### src/rtl/stream_demux.sv
// -----------------------------------------------------------------------------
// stream_demux
//   Routes a single valid/ready input stream to one of four output channels.
//   Each channel owns a one-entry holding register (valid flag + data word)
//   that drives its outputs directly. Words aimed at a disabled channel are
//   accepted and discarded, and a saturating counter records how many.
//
// Ports
//   clk        : single clock, all state updates on the rising edge
//   rst        : asynchronous, active-high reset
//   in_valid   : input word present
//   in_ready   : input word accepted this cycle (combinational)
//   in_data    : input word, WIDTH bits
//   in_sel     : destination channel 0..3
//   chan_en    : per-channel enable, bit i enables channel i
//   out_valid  : bit i set while channel i holds a word
//   out_ready  : bit i set when the channel i consumer takes the word
//   out_data   : channel i word at [i*WIDTH +: WIDTH]
//   drop_cnt   : saturating count of words dropped to disabled channels
// -----------------------------------------------------------------------------
module stream_demux #(
  parameter int WIDTH = 8,
  parameter int CNT_W = 8
) (
  input  logic               clk,
  input  logic               rst,
  input  logic               in_valid,
  output logic               in_ready,
  input  logic [WIDTH-1:0]   in_data,
  input  logic [1:0]         in_sel,
  input  logic [3:0]         chan_en,
  output logic [3:0]         out_valid,
  input  logic [3:0]         out_ready,
  output logic [4*WIDTH-1:0] out_data,
  output logic [CNT_W-1:0]   drop_cnt
);

  logic [3:0]            valid_r;
  logic [3:0][WIDTH-1:0] data_r;
  logic [CNT_W-1:0]      drop_cnt_r;

  logic       sel_en_s;
  logic       sel_busy_s;
  logic       in_ready_s;
  logic       xfer_s;
  logic       drop_s;
  logic [3:0] load_s;

  // Acceptance decode: a disabled target always accepts (the word is dropped);
  // an enabled target accepts when its slot is empty or is draining this edge.
  always_comb begin
    sel_en_s   = chan_en[in_sel];
    sel_busy_s = valid_r[in_sel] & ~out_ready[in_sel];
    in_ready_s = ~sel_en_s | ~sel_busy_s;
    xfer_s     = in_valid & in_ready_s;
    drop_s     = xfer_s & ~sel_en_s;
    if (xfer_s && sel_en_s) begin
      load_s = 4'b0001 << in_sel;
    end else begin
      load_s = 4'b0000;
    end
  end

  // Channel holding registers: a load wins over a drain on the same edge so a
  // full channel can stream with no bubble; data is left in place after a drain.
  always_ff @(posedge clk or posedge rst) begin
    if (rst) begin
      valid_r <= 4'b0000;
      data_r  <= {(4*WIDTH){1'b0}};
    end else begin
      for (int i = 0; i < 4; i++) begin
        if (load_s[i]) begin
          valid_r[i] <= 1'b1;
          data_r[i]  <= in_data;
        end else if (out_ready[i]) begin
          // Clearing an already-empty flag is harmless, so out_ready on an
          // empty channel has no visible effect.
          valid_r[i] <= 1'b0;
        end else begin
          valid_r[i] <= valid_r[i];
        end
      end
    end
  end

  // Drop counter: counts discarded words and sticks at all-ones.
  always_ff @(posedge clk or posedge rst) begin
    if (rst) begin
      drop_cnt_r <= {CNT_W{1'b0}};
    end else if (drop_s && (drop_cnt_r != {CNT_W{1'b1}})) begin
      drop_cnt_r <= drop_cnt_r + {{(CNT_W-1){1'b0}}, 1'b1};
    end else begin
      drop_cnt_r <= drop_cnt_r;
    end
  end

  assign in_ready  = in_ready_s;
  assign out_valid = valid_r;
  assign out_data  = data_r;
  assign drop_cnt  = drop_cnt_r;

endmodule

### config.mk
export PLATFORM = sky130hd
export DESIGN_NAME = stream_demux
export DESIGN_NICKNAME = d
export VERILOG_FILES = /design/src/rtl/stream_demux.sv
export SDC_FILE = /design/constraint.sdc
export NUM_CORES = 1
export LEC_CHECK = 0
export ABC_AREA = 1
export CAP_MARGIN = 20
export CORE_MARGIN = 2
export CORE_UTILIZATION = 43
export DETAILED_ROUTE_END_ITERATION = 10
export PLACE_DENSITY = 0.73
export SYNTH_ARGS = -nofsm -noshare
export SYNTH_HDL_FRONTEND = slang
export SYNTH_SLANG_ARGS = --single-unit
### constraint.sdc
create_clock -name clk -period 1.86 [get_ports clk]
set_input_delay 0.372 -clock clk [delete_from_list [all_inputs] [get_ports clk]]
set_output_delay 0.372 -clock clk [all_outputs]
set_load 0.1 [all_outputs]
==> flow_summary.yaml <==
cells_and_area:
  drive_gt1_share_pct: 35.98
  fill_cells: 357
  fin_nets: 349
  finalInstanceArea_sq_um: 3721
  diodes: 0
  fin_util_pct: 72.40
  area_growth_syn_to_layout_pct: 62.07
cts:
  clk_pin_slew_ns: 0.09
  clk_latency_ns: 0.30
  hold_buffers: 0
  cts_made_buffers: 5
  cts_tree: "done"
  cts_buffer_depth: 2
  cts.sinks: 44
  cts_root_buf: "clkbuf_8"
  h-tree-depth: 2
sta:
  fmaxAchievable_mhz: 550.6
  final-setup-viol-count: 0
  tightest_slew_ns: 0.4170
  final_max_slew_viol_count: 0
  fin_crit_sh_pct: 97.65
  slew_headroom_pct: 72.20
  fin_crit_ns: 1.816
  hold_viol: 0
  skew_ns: 0.009040
  rsz0062_at_grt: "no"
placement:
  port_buffers: 65
  place_area_sq_um: 3551
  dp_hpwl_um: 4477
  gp_congestion: 0.8062
run:
  drv_cap: 0
critical_path:
  cp.arrival_ns: 1.44
  endpoint_kind: "output pin"
  crit_required_ns: 1.49
  crit_type: "in2out"
  cp_max_fo: 2
  start_kind: "input port"
routing:
  drt_iter0_markers: 225
  met3WireLength_um: 371
  route.antenna.remaining_nets: 0
  finalWirelength_um: 6241
  dr_total_vias: 2094
  post-route-drc-count: 0
  drtPass1Iterations: 4
  highest_layer: "met4"
  post_drt_wl_per_cell_um: 15.68
  m1WireLength_um: 2504
  viasPerCell: 5.261
  wl_met2_um: 3280
synthesis:
  synth_seq_cells: 44
  synth_cells: 246
  yosys_warnings: 0
  postSynthAreaPerCell_sq_um: 9.333
  synth.distinct_cells: 23
  synth_area_sq_um: 2296
  ys_seq_area_share_pct: 47.96
  syn_nets: 268
die:
  die_w_um: 77.07
  start_util_pct: 44.67
  core.rowCount: 26
  ios: 66
  die-area_sq_um: 5940
  core_sq_um: 5140
  die_y_um: 77.07
global_route:
  grt_usage_pct: 22.58
  grt_pass1_vias: 2097
  grt_max_degree: 45
  grt_overflow: 0
  antenna_found_initial: 0
  grt_pass1_wl_um: 10540
power_and_ir_drop:
  design_power_total_uw: 5793
  ir_drop_mv: 1.429
  powerDensity_nw_per_um2: 1557
  power.leakage_uw: 0.001739
status:
  outcome: "finished clean"
hold_path:
  hp-class: "in2async"
## critical path, stage by stage
cell and delay (ns):
clkdlybuf4s50_1 0.46, nand2_1 0.11, nand2_2 0.08, nor2_4 0.14, nand3_4 0.10, buf_12 0.17
## cells in the final DEF (no fill, tap or decap), types with 2 or more instances in the layout
cell type | netlist | layout
nand2_1 | 89 | 88
buf_12 | 0 | 48
nand4_1 | 33 | 33
dfrtp_1 | 44 | 33
clkdlybuf4s50_1 | 0 | 17
buf_4 | 0 | 16
nand3_1 | 15 | 14
nand2_2 | 11 | 12
dfrtp_2 | 0 | 9
inv_1 | 7 | 6
xnor2_1 | 6 | 6
clkbuf_8 | 0 | 5
nor2_4 | 4 | 4
nand2_4 | 4 | 4
o21ai_1 | 4 | 4
nand4_4 | 3 | 3
o21ai_2 | 3 | 3
nor2_2 | 2 | 2
nor2_1 | 2 | 2
clkinv_1 | 1 | 2
bufinv_16 | 0 | 2
dfrtp_4 | 0 | 2
## repair_timing
action,CTS,global route
resized for setup,6,2
pin swaps,5,0
buffers inserted,3,0
endpoints found under the hold margin,0,0
endpoints found under the setup margin,1,1
## report_power, final
part / switching [uW] / internal (uW)
Sequential: 321 / 1220
Combinational: 2220 / 1170
Clock: 327 / 537
Total: 2870 / 2920
## logic make-up after synthesis
kind of cell	synth area share, %
compound gates	2.017
simple gates	40.44
buf+inv	6.758
fa+ha+maj	0.5449
xor+xnor	2.289
flops	47.96
## state kept, by name (all words and copies together), names as in the netlist
| register | count |
|---|---|
| out_data | 32 |
| drop_cnt | 8 |
| out_valid | 4 |
## per-layer routing
metal	vias to the layer above	global-route usage, %
li1	986	-
met4	0	7.143
met2	67	38.68
met1	1033	28.56
met5	-	0
met3	8	4.824
## Yosys cell counts
cell       n  area, sq um
o21ai_2    3        26.28
xnor2_1    6        52.55
nand4_4    3        63.81
nor2_4     4        45.04
nand2_8    1        20.02
nand4_1   33        206.5
inv_2      2        7.510
ha_1       1        12.51
nand3_1   15        75.07
dfrtp_1   44         1101
nand4_2    1        12.51
nand2_4    4        45.04
nor2_2     2        12.51
nor2_8     1        20.02
inv_1      7        26.28
clkinv_1   1        3.750
nor2_1     2        7.510
buf_2      1        5.000
nand2_1   89        334.1
nand3_4    1        17.52
o21ai_1    4        20.02
buf_6     10        112.6
nand2_2   11        68.82
## layout make-up
class                   instances  area (sq um)  share of cell area [%]
clock inverters                 2         60.06                   1.614
repair buffers                 85          1294                   34.77
well taps                      70         87.58                   2.354
clock buffers                   6         72.57                   1.950
multi-input cells             181          1047                   28.14
inverters                      10         40.04                   1.076
flip-flops and latches         44          1120                   30.09
## path summary, 6_finish.rpt
check / start / end / slack [ns] / cells past startpoint
max: out_ready[0] / in_ready / 0.04 / 6
min: rst / out_data[21] / 0.40 / 3
max in group asynchronous: rst / out_valid[0] / 1.22 / 3
max reg2reg: drop_cnt[0] / drop_cnt[0] / 0.26 / 6
min in group clk: out_data[0] / out_data[0] / 0.54 / 2
min reg2reg: out_data[0] / out_data[0] / 0.54 / 2
## stage by stage
stage / setup TNS [ns] / setup slack (ns) / instances / hold WS [ns]
6_report: 0 / 0.04379 / 398 / 0.3962
5_1_grt: 0 / 0.003222 / 398 / 0.4470
3_3_place_gp: -5.176 / -0.1535 / 387 / 0.5167
2_1_floorplan: 0 / 0.05187 / 246 / 0.4490
3_5_place_dp: -7.572 / -0.2373 / 387 / 0.5215
4_1_cts: 0 / 0.05070 / 398 / 0.4110
No activity file was read; power rests on OpenSTA's default activity.
